==> config.mk <==
export PLATFORM = sky130hd
export DESIGN_NAME = systolic_wavefront_sequencer
export DESIGN_NICKNAME = d
export VERILOG_FILES = /design/src/rtl/systolic_pkg.sv /design/src/rtl/systolic_wavefront_sequencer_skew.sv /design/src/rtl/systolic_wavefront_sequencer.sv
export SDC_FILE = /design/constraint.sdc
export NUM_CORES = 1
export LEC_CHECK = 0
export BUFFER_PORTS_ARGS = -buffer_cell sky130_fd_sc_hd__buf_4
export CAP_MARGIN = 10
export CORE_ASPECT_RATIO = 1.25
export CORE_MARGIN = 1
export CORE_UTILIZATION = 55
export CTS_CLUSTER_DIAMETER = 150
export DETAILED_ROUTE_END_ITERATION = 7
export HOLD_SLACK_MARGIN = 0.15
export PLACE_DENSITY_LB_ADDON = 0.1
export SYNTH_ARGS = -nofsm -noshare
export SYNTH_HDL_FRONTEND = slang
export SYNTH_SLANG_ARGS = --single-unit
==> constraint.sdc <==
create_clock -name clk -period 5.3 [get_ports clk]
set_clock_uncertainty 0.05 [all_clocks]
set_input_delay 0.795 -clock clk [delete_from_list [all_inputs] [get_ports clk]]
set_output_delay 0.795 -clock clk [all_outputs]
set_load 0.02 [all_outputs]
==> src/rtl/systolic_pkg.sv <==
// systolic_pkg: shared types for the systolic wavefront sequencer.
// Default widths, FSM state, latched config bundle, legality check.
package systolic_pkg;

    localparam int WF_ROWS   = 4;
    localparam int WF_LEN_W  = 8;
    localparam int WF_TILE_W = 8;
    localparam int WF_LANE_W = $clog2(WF_ROWS + 1);

    typedef enum logic [1:0] {
        IDLE  = 2'd0,
        ISSUE = 2'd1,
        DRAIN = 2'd2
    } wf_state_t;

    // Run configuration captured on the accepting edge.
    typedef struct packed {
        logic [WF_LEN_W-1:0]  len;
        logic [WF_TILE_W-1:0] tiles;
        logic [WF_LANE_W-1:0] lanes;
        logic                 reverse;
    } wf_cfg_t;

    // One lane's flags as carried down the skew line.
    typedef struct packed {
        logic en;
        logic first;
        logic last;
    } wf_lane_t;

    function automatic logic wf_cfg_legal(input wf_cfg_t c,
                                          input int      rows);
        return (c.len != '0)
            && (c.tiles != '0)
            && (c.lanes != '0)
            && (int'(c.lanes) <= rows);
    endfunction

endpackage

==> src/rtl/systolic_wavefront_sequencer_skew.sv <==
// wavefront_skew_line: ROWS-deep shift register of lane flags.
// Ports: clk, rst_n (sync, low), hold_i (stall), clear_i (abort),
//        keep_i (stages in use), din_i (leading lane), tap_o (per delay).
module wavefront_skew_line
    import systolic_pkg::*;
#(
    parameter int ROWS = WF_ROWS
) (
    input  logic                clk,
    input  logic                rst_n,
    input  logic                hold_i,
    input  logic                clear_i,
    input  logic [ROWS-1:0]     keep_i,
    input  wf_lane_t            din_i,
    output wf_lane_t [ROWS-1:0] tap_o
);

    wf_lane_t [ROWS-1:0] sr_q;
    wf_lane_t [ROWS-1:0] sr_d;

    // Stages beyond the active lane count are forced empty so that a
    // following run with more lanes never sees leftovers of this one.
    always_comb begin
        sr_d = '0;
        if (keep_i[0]) begin
            sr_d[0] = din_i;
        end
        for (int i = 1; i < ROWS; i++) begin
            if (keep_i[i]) begin
                sr_d[i] = sr_q[i-1];
            end
        end
    end

    always_ff @(posedge clk) begin
        if (!rst_n || clear_i) begin
            sr_q <= '0;
        end else if (!hold_i) begin
            sr_q <= sr_d;
        end
    end

    assign tap_o = sr_q;

endmodule

==> src/rtl/systolic_wavefront_sequencer.sv <==
// systolic_wavefront_sequencer: skewed lane-enable generator for an
// array edge. Inputs: clk, rst_n (sync, low), start, cfg_len/tiles/
// lanes/reverse, stall, abort. Outputs: lane_en/first/last per lane,
// tile_idx, busy, done (pulse), err (pulse on illegal start).
module systolic_wavefront_sequencer
    import systolic_pkg::*;
#(
    parameter int ROWS   = WF_ROWS,
    parameter int LEN_W  = WF_LEN_W,
    parameter int TILE_W = WF_TILE_W
) (
    input  logic                      clk,
    input  logic                      rst_n,
    input  logic                      start,
    input  logic [LEN_W-1:0]          cfg_len,
    input  logic [TILE_W-1:0]         cfg_tiles,
    input  logic [$clog2(ROWS+1)-1:0] cfg_lanes,
    input  logic                      cfg_reverse,
    input  logic                      stall,
    input  logic                      abort,
    output logic [ROWS-1:0]           lane_en,
    output logic [ROWS-1:0]           lane_first,
    output logic [ROWS-1:0]           lane_last,
    output logic [TILE_W-1:0]         tile_idx,
    output logic                      busy,
    output logic                      done,
    output logic                      err
);

    wf_state_t            state_q, state_d;
    wf_cfg_t              cfg_q, cfg_d;
    wf_cfg_t              cfg_in;
    logic [WF_LEN_W-1:0]  k_q, k_d;
    logic [WF_TILE_W-1:0] t_q, t_d;
    logic [WF_LANE_W-1:0] dc_q, dc_d;
    logic                 busy_q, busy_d;
    logic                 done_q, done_d;
    logic                 err_q, err_d;

    wf_lane_t             lead;
    wf_lane_t [ROWS-1:0]  tap;
    logic [ROWS-1:0]      keep;

    always_comb begin
        cfg_in.len     = WF_LEN_W'(cfg_len);
        cfg_in.tiles   = WF_TILE_W'(cfg_tiles);
        cfg_in.lanes   = WF_LANE_W'(cfg_lanes);
        cfg_in.reverse = cfg_reverse;
    end

    // Leading-lane sequencing. 'lead' is what the first skew stage
    // shows next cycle; k_q/t_q describe the cycle it currently shows.
    always_comb begin
        state_d = state_q;
        cfg_d   = cfg_q;
        k_d     = k_q;
        t_d     = t_q;
        dc_d    = dc_q;
        busy_d  = busy_q;
        done_d  = 1'b0;
        err_d   = 1'b0;
        lead    = '0;
        unique case (state_q)
            IDLE: begin
                if (start) begin
                    if (wf_cfg_legal(cfg_in, ROWS)) begin
                        state_d    = ISSUE;
                        cfg_d      = cfg_in;
                        k_d        = '0;
                        t_d        = '0;
                        busy_d     = 1'b1;
                        lead.en    = 1'b1;
                        lead.first = 1'b1;
                        lead.last  = (cfg_in.len == WF_LEN_W'(1));
                    end else begin
                        err_d = 1'b1;
                    end
                end
            end
            ISSUE: begin
                if (k_q == cfg_q.len - WF_LEN_W'(1)) begin
                    if (t_q == cfg_q.tiles - WF_TILE_W'(1)) begin
                        if (cfg_q.lanes == WF_LANE_W'(1)) begin
                            state_d = IDLE;
                            busy_d  = 1'b0;
                            done_d  = 1'b1;
                            t_d     = '0;
                        end else begin
                            state_d = DRAIN;
                            dc_d    = cfg_q.lanes - WF_LANE_W'(1);
                        end
                    end else begin
                        t_d        = t_q + WF_TILE_W'(1);
                        k_d        = '0;
                        lead.en    = 1'b1;
                        lead.first = 1'b1;
                        lead.last  = (cfg_q.len == WF_LEN_W'(1));
                    end
                end else begin
                    k_d       = k_q + WF_LEN_W'(1);
                    lead.en   = 1'b1;
                    lead.last = (k_q + WF_LEN_W'(2) == cfg_q.len);
                end
            end
            DRAIN: begin
                if (dc_q == WF_LANE_W'(1)) begin
                    state_d = IDLE;
                    busy_d  = 1'b0;
                    done_d  = 1'b1;
                    t_d     = '0;
                    dc_d    = '0;
                end else begin
                    dc_d = dc_q - WF_LANE_W'(1);
                end
            end
            default: begin
                state_d = IDLE;
            end
        endcase
    end

    always_ff @(posedge clk) begin
        if (!rst_n || abort) begin
            state_q <= IDLE;
            cfg_q   <= '0;
            k_q     <= '0;
            t_q     <= '0;
            dc_q    <= '0;
            busy_q  <= 1'b0;
            done_q  <= 1'b0;
            err_q   <= 1'b0;
        end else if (!stall) begin
            state_q <= state_d;
            cfg_q   <= cfg_d;
            k_q     <= k_d;
            t_q     <= t_d;
            dc_q    <= dc_d;
            busy_q  <= busy_d;
            done_q  <= done_d;
            err_q   <= err_d;
        end
    end

    // Mask follows the config the skew line will hold next cycle, so
    // the accepting edge already trims stages to the new lane count.
    always_comb begin
        keep = '0;
        for (int j = 0; j < ROWS; j++) begin
            keep[j] = (j < int'(cfg_d.lanes));
        end
    end

    wavefront_skew_line #(
        .ROWS (ROWS)
    ) u_skew (
        .clk     (clk),
        .rst_n   (rst_n),
        .hold_i  (stall),
        .clear_i (abort),
        .keep_i  (keep),
        .din_i   (lead),
        .tap_o   (tap)
    );

    // Lane i reads the stage whose delay matches its skew position.
    always_comb begin
        int d;
        lane_en    = '0;
        lane_first = '0;
        lane_last  = '0;
        d          = 0;
        for (int i = 0; i < ROWS; i++) begin
            if (i < int'(cfg_q.lanes)) begin
                d = cfg_q.reverse ? int'(cfg_q.lanes) - 1 - i : i;
                for (int j = 0; j < ROWS; j++) begin
                    if (j == d) begin
                        lane_en[i]    = tap[j].en;
                        lane_first[i] = tap[j].first;
                        lane_last[i]  = tap[j].last;
                    end
                end
            end
        end
    end

    assign tile_idx = TILE_W'(t_q);
    assign busy     = busy_q;
    assign done     = done_q;
    assign err      = err_q;

endmodule

==> reports/results.txt <==
Antenna diode instance count: 0
Chip width: 78.0 um
Status: finished, final reports clean
Pre-Repair DR Iteration Count: 4
Routed WL: 10,400 um
Clock sinks: 56
Vias in the first global route: 3,668
CP Capture Type: output port
Setup violators final: 0
Worst-path clk slew: 100 ps
Synth Warn #: 0
Die area: 7570 um^2
Total number of vias: 3,822
Post-synth cell types: 59
Initial DRC Count: 135
Fill cell count: 648
CTS root buf: clkbuf_8
Clk pwr share: 30.0%
Worst reg2reg path depth: 8
Clock latency on the worst-skew pair: 310 ps
Total power: 0.000769 W
Max H-tree Level: 2
Syn Area/Cell: 8.03 um^2
Sum Neg Setup Slack: 0 ps
HP Class: flip-flop to flip-flop
Total CTS buffers: 5
Ys async rst share: 0%
First-pass GRT wire length: 17,500 um
Switch Pwr: 0.000205 W
Post-synth EDFFs: 0
PD cells: 173 nW/um^2
Die height: 97.0 um
Share of cells above drive strength 1: 13.9%
Resized cells post-CTS: 0
Register area share after synthesis: 28.2%
Postcts setup bufs: 0
Top FF cell, synth: dfxtp_1
Sw Share: 26.7%
Via density: 6.19
R2r startpoint: cfg_q[4]$_SDFFE_PP0P_
Crit Path Max Fanout: 15
Flop pwr share: 56.2%
CP Class: flip-flop to output port
I/O pins: 48
Clk buf depth: 2
Initial antenna violation count: 0
FMAX: 212 MHz
Critical Path Sink: lane_first[1]
TritonCTS clock tree: done
Final max-slew violation count: 0
Fin crit period: 4720 ps
Core ar.: 6980 um^2
Routed wire length per instance: 16.9 um
Initial Utilization: 57.0%
P_int: 0.000563 W
Crit share post-route: 89.1%
Reg-to-Reg End: tile_idx[2]$_SDFFE_PP0P_
Hold Vio Cnt, Final: 0
Synthesized flop and latch total: 56
Largest net degree at the start of global routing: 45
Comb power frac: 13.8%
CTS hold repair buffers: 0
Remaining DRCs: 0
Final nets: 570
Rel. slew slack: 20.1%
Post-route antenna net violation count: 0
Area Growth Syn to Fin: 11.5%
Total GRT Usage: 28.9%
Post-DP HPWL: 8040 um
Pleak: 1.54 nW
Peak VDD IR: 137 uV
Mapped Nets: 539
Crit start category: flip-flop
Reg-to-reg setup timing slack: 2310 ps
Routability Congestion: 0.942
Critical Path Start: cfg_q[1]$_SDFFE_PP0N_
Post-synthesis cell count: 495
Overflow after GRT: 0
Number of max-cap violations: 0
Port buffer count: 47
Worst EP required: 4450 ps
Least-Margin Pin Slew: 1200 ps
Highest-count cells in the layout ignoring fill and taps: 57 x nor2_1, 56 x dfxtp_1, 48 x buf_4, 36 x nand2_1, 30 x a21oi_1
Mapped cell area: 3970 um^2
Most common cell after layout, fill and taps aside: nor2_1
Worst Path Arrival: 3880 ps
RSZ-0062 raised after global routing: false
Rows: 34
-- metrics by stage --
stage	setup slack, ps	instances	area [um^2]	hold WS [ps]	util [%]
2_1_floorplan	1470	495	3970	405	-
4_1_cts	655	617	4430	454	63.5
5_1_grt	355	617	4430	491	63.5
3_3_place_gp	1080	609	4350	423	62.3
3_5_place_dp	1020	609	4350	435	62.3
6_report	577	617	4430	454	63.5
-- area by class of cell --
class / count / area, um^2 / area share (%)
inverters: 24 / 90.1 / 2.03
clock inverters: 2 / 13.8 / 0.311
clock buffers: 6 / 72.6 / 1.64
repair buffers: 48 / 360 / 8.13
multi-input cells: 391 / 2660 / 60.1
flip-flops and latches: 56 / 1120 / 25.3
well taps: 90 / 113 / 2.54
-- layer usage --
layer  wire length, um  track usage, %
met1              4260            32.9
met2              5480            53.0
met3               330            3.21
met4               363            12.8
met5                 0               0
-- synth_stat cells (2+ instances only) --
master | number | area share (%)
a31oi_1 | 6 | 0.94
nor4_1 | 5 | 0.79
a221oi_1 | 4 | 0.88
nand3_1 | 16 | 2.0
clkbuf_1 | 16 | 1.5
o21ai_0 | 28 | 3.5
mux2i_1 | 28 | 7.1
nand2_1 | 36 | 3.4
nor3_1 | 11 | 1.4
nor4b_1 | 3 | 0.66
inv_1 | 24 | 2.3
a21oi_1 | 30 | 3.8
buf_1 | 4 | 0.38
nor2b_1 | 4 | 0.63
xor2_1 | 9 | 2.0
and3_1 | 6 | 0.94
a222oi_1 | 5 | 1.3
o31ai_1 | 7 | 1.3
xnor2_1 | 15 | 3.3
o311ai_0 | 4 | 0.88
nor3b_1 | 3 | 0.57
or2_2 | 2 | 0.31
nand2b_1 | 4 | 0.63
and2_1 | 9 | 1.4
and3b_1 | 2 | 0.44
o41ai_1 | 7 | 1.5
ha_1 | 19 | 6.0
o21a_1 | 2 | 0.38
mux2_2 | 6 | 1.7
nor2_1 | 57 | 5.4
buf_2 | 3 | 0.38
dfxtp_1 | 56 | 28
a211oi_1 | 7 | 1.3
o31a_1 | 2 | 0.44
a22oi_1 | 7 | 1.3
a211o_1 | 2 | 0.44
or3_1 | 9 | 1.4
or4_1 | 4 | 0.76
nor3_2 | 2 | 0.50
a21boi_0 | 2 | 0.38
nand4_1 | 5 | 0.79
o211ai_1 | 7 | 1.3
-- registers in the layout, indices dropped and copies added, names as in the netlist --
| name | count |
|---|---|
| state_q | 2 |
| err | 1 |
| busy | 1 |
| dc_q | 3 |
| tile_idx | 8 |
| k_q | 8 |
| cfg_q | 20 |
| done | 1 |
| u_skew.tap_o | 12 |
-- critical path, cell delays in order (launching register included) --
cell,delay (ps)
dfxtp_1,670
inv_1,170
ha_1,280
ha_1,450
ha_1,310
a2111oi_0,840
o21ai_0,200
a22o_1,270
a211oi_1,190
buf_4,170
-- power groups by stage --
stage	clock network, W	logic [W]	registers (W)
2_1_floorplan	0	0.0000728	0.000439
3_3_place_gp	0	0.000103	0.000441
3_5_place_dp	0	0.000105	0.000441
4_1_cts	0.000239	0.000106	0.000432
5_1_grt	0.000255	0.000117	0.000433
6_report	0.000231	0.000106	0.000432
-- worst min-delay path by stage --
stage / startpoint / endpoint / slack, ps / depth (start not counted)
floorplan: state_q[0]$_SDFFE_PP0P_ / state_q[0]$_SDFFE_PP0P_ / 410 / 2
global placement: state_q[0]$_SDFFE_PP0P_ / state_q[0]$_SDFFE_PP0P_ / 420 / 2
detailed placement: err$_SDFFE_PP0N_ / err$_SDFFE_PP0N_ / 430 / 2
CTS: state_q[0]$_SDFFE_PP0P_ / state_q[0]$_SDFFE_PP0P_ / 450 / 2
global route: k_q[7]$_SDFFE_PP0P_ / k_q[7]$_SDFFE_PP0P_ / 490 / 2
finish: state_q[0]$_SDFFE_PP0P_ / state_q[0]$_SDFFE_PP0P_ / 450 / 2
-- cell families after synthesis --
family,share of synthesized area (%)
buf+inv,4.82
simple gates,23.7
xor+xnor,5.29
fa+ha+maj,5.98
mux,8.75
flops,28.2
compound gates,23.2
No activity file was read; power rests on OpenSTA's default activity.
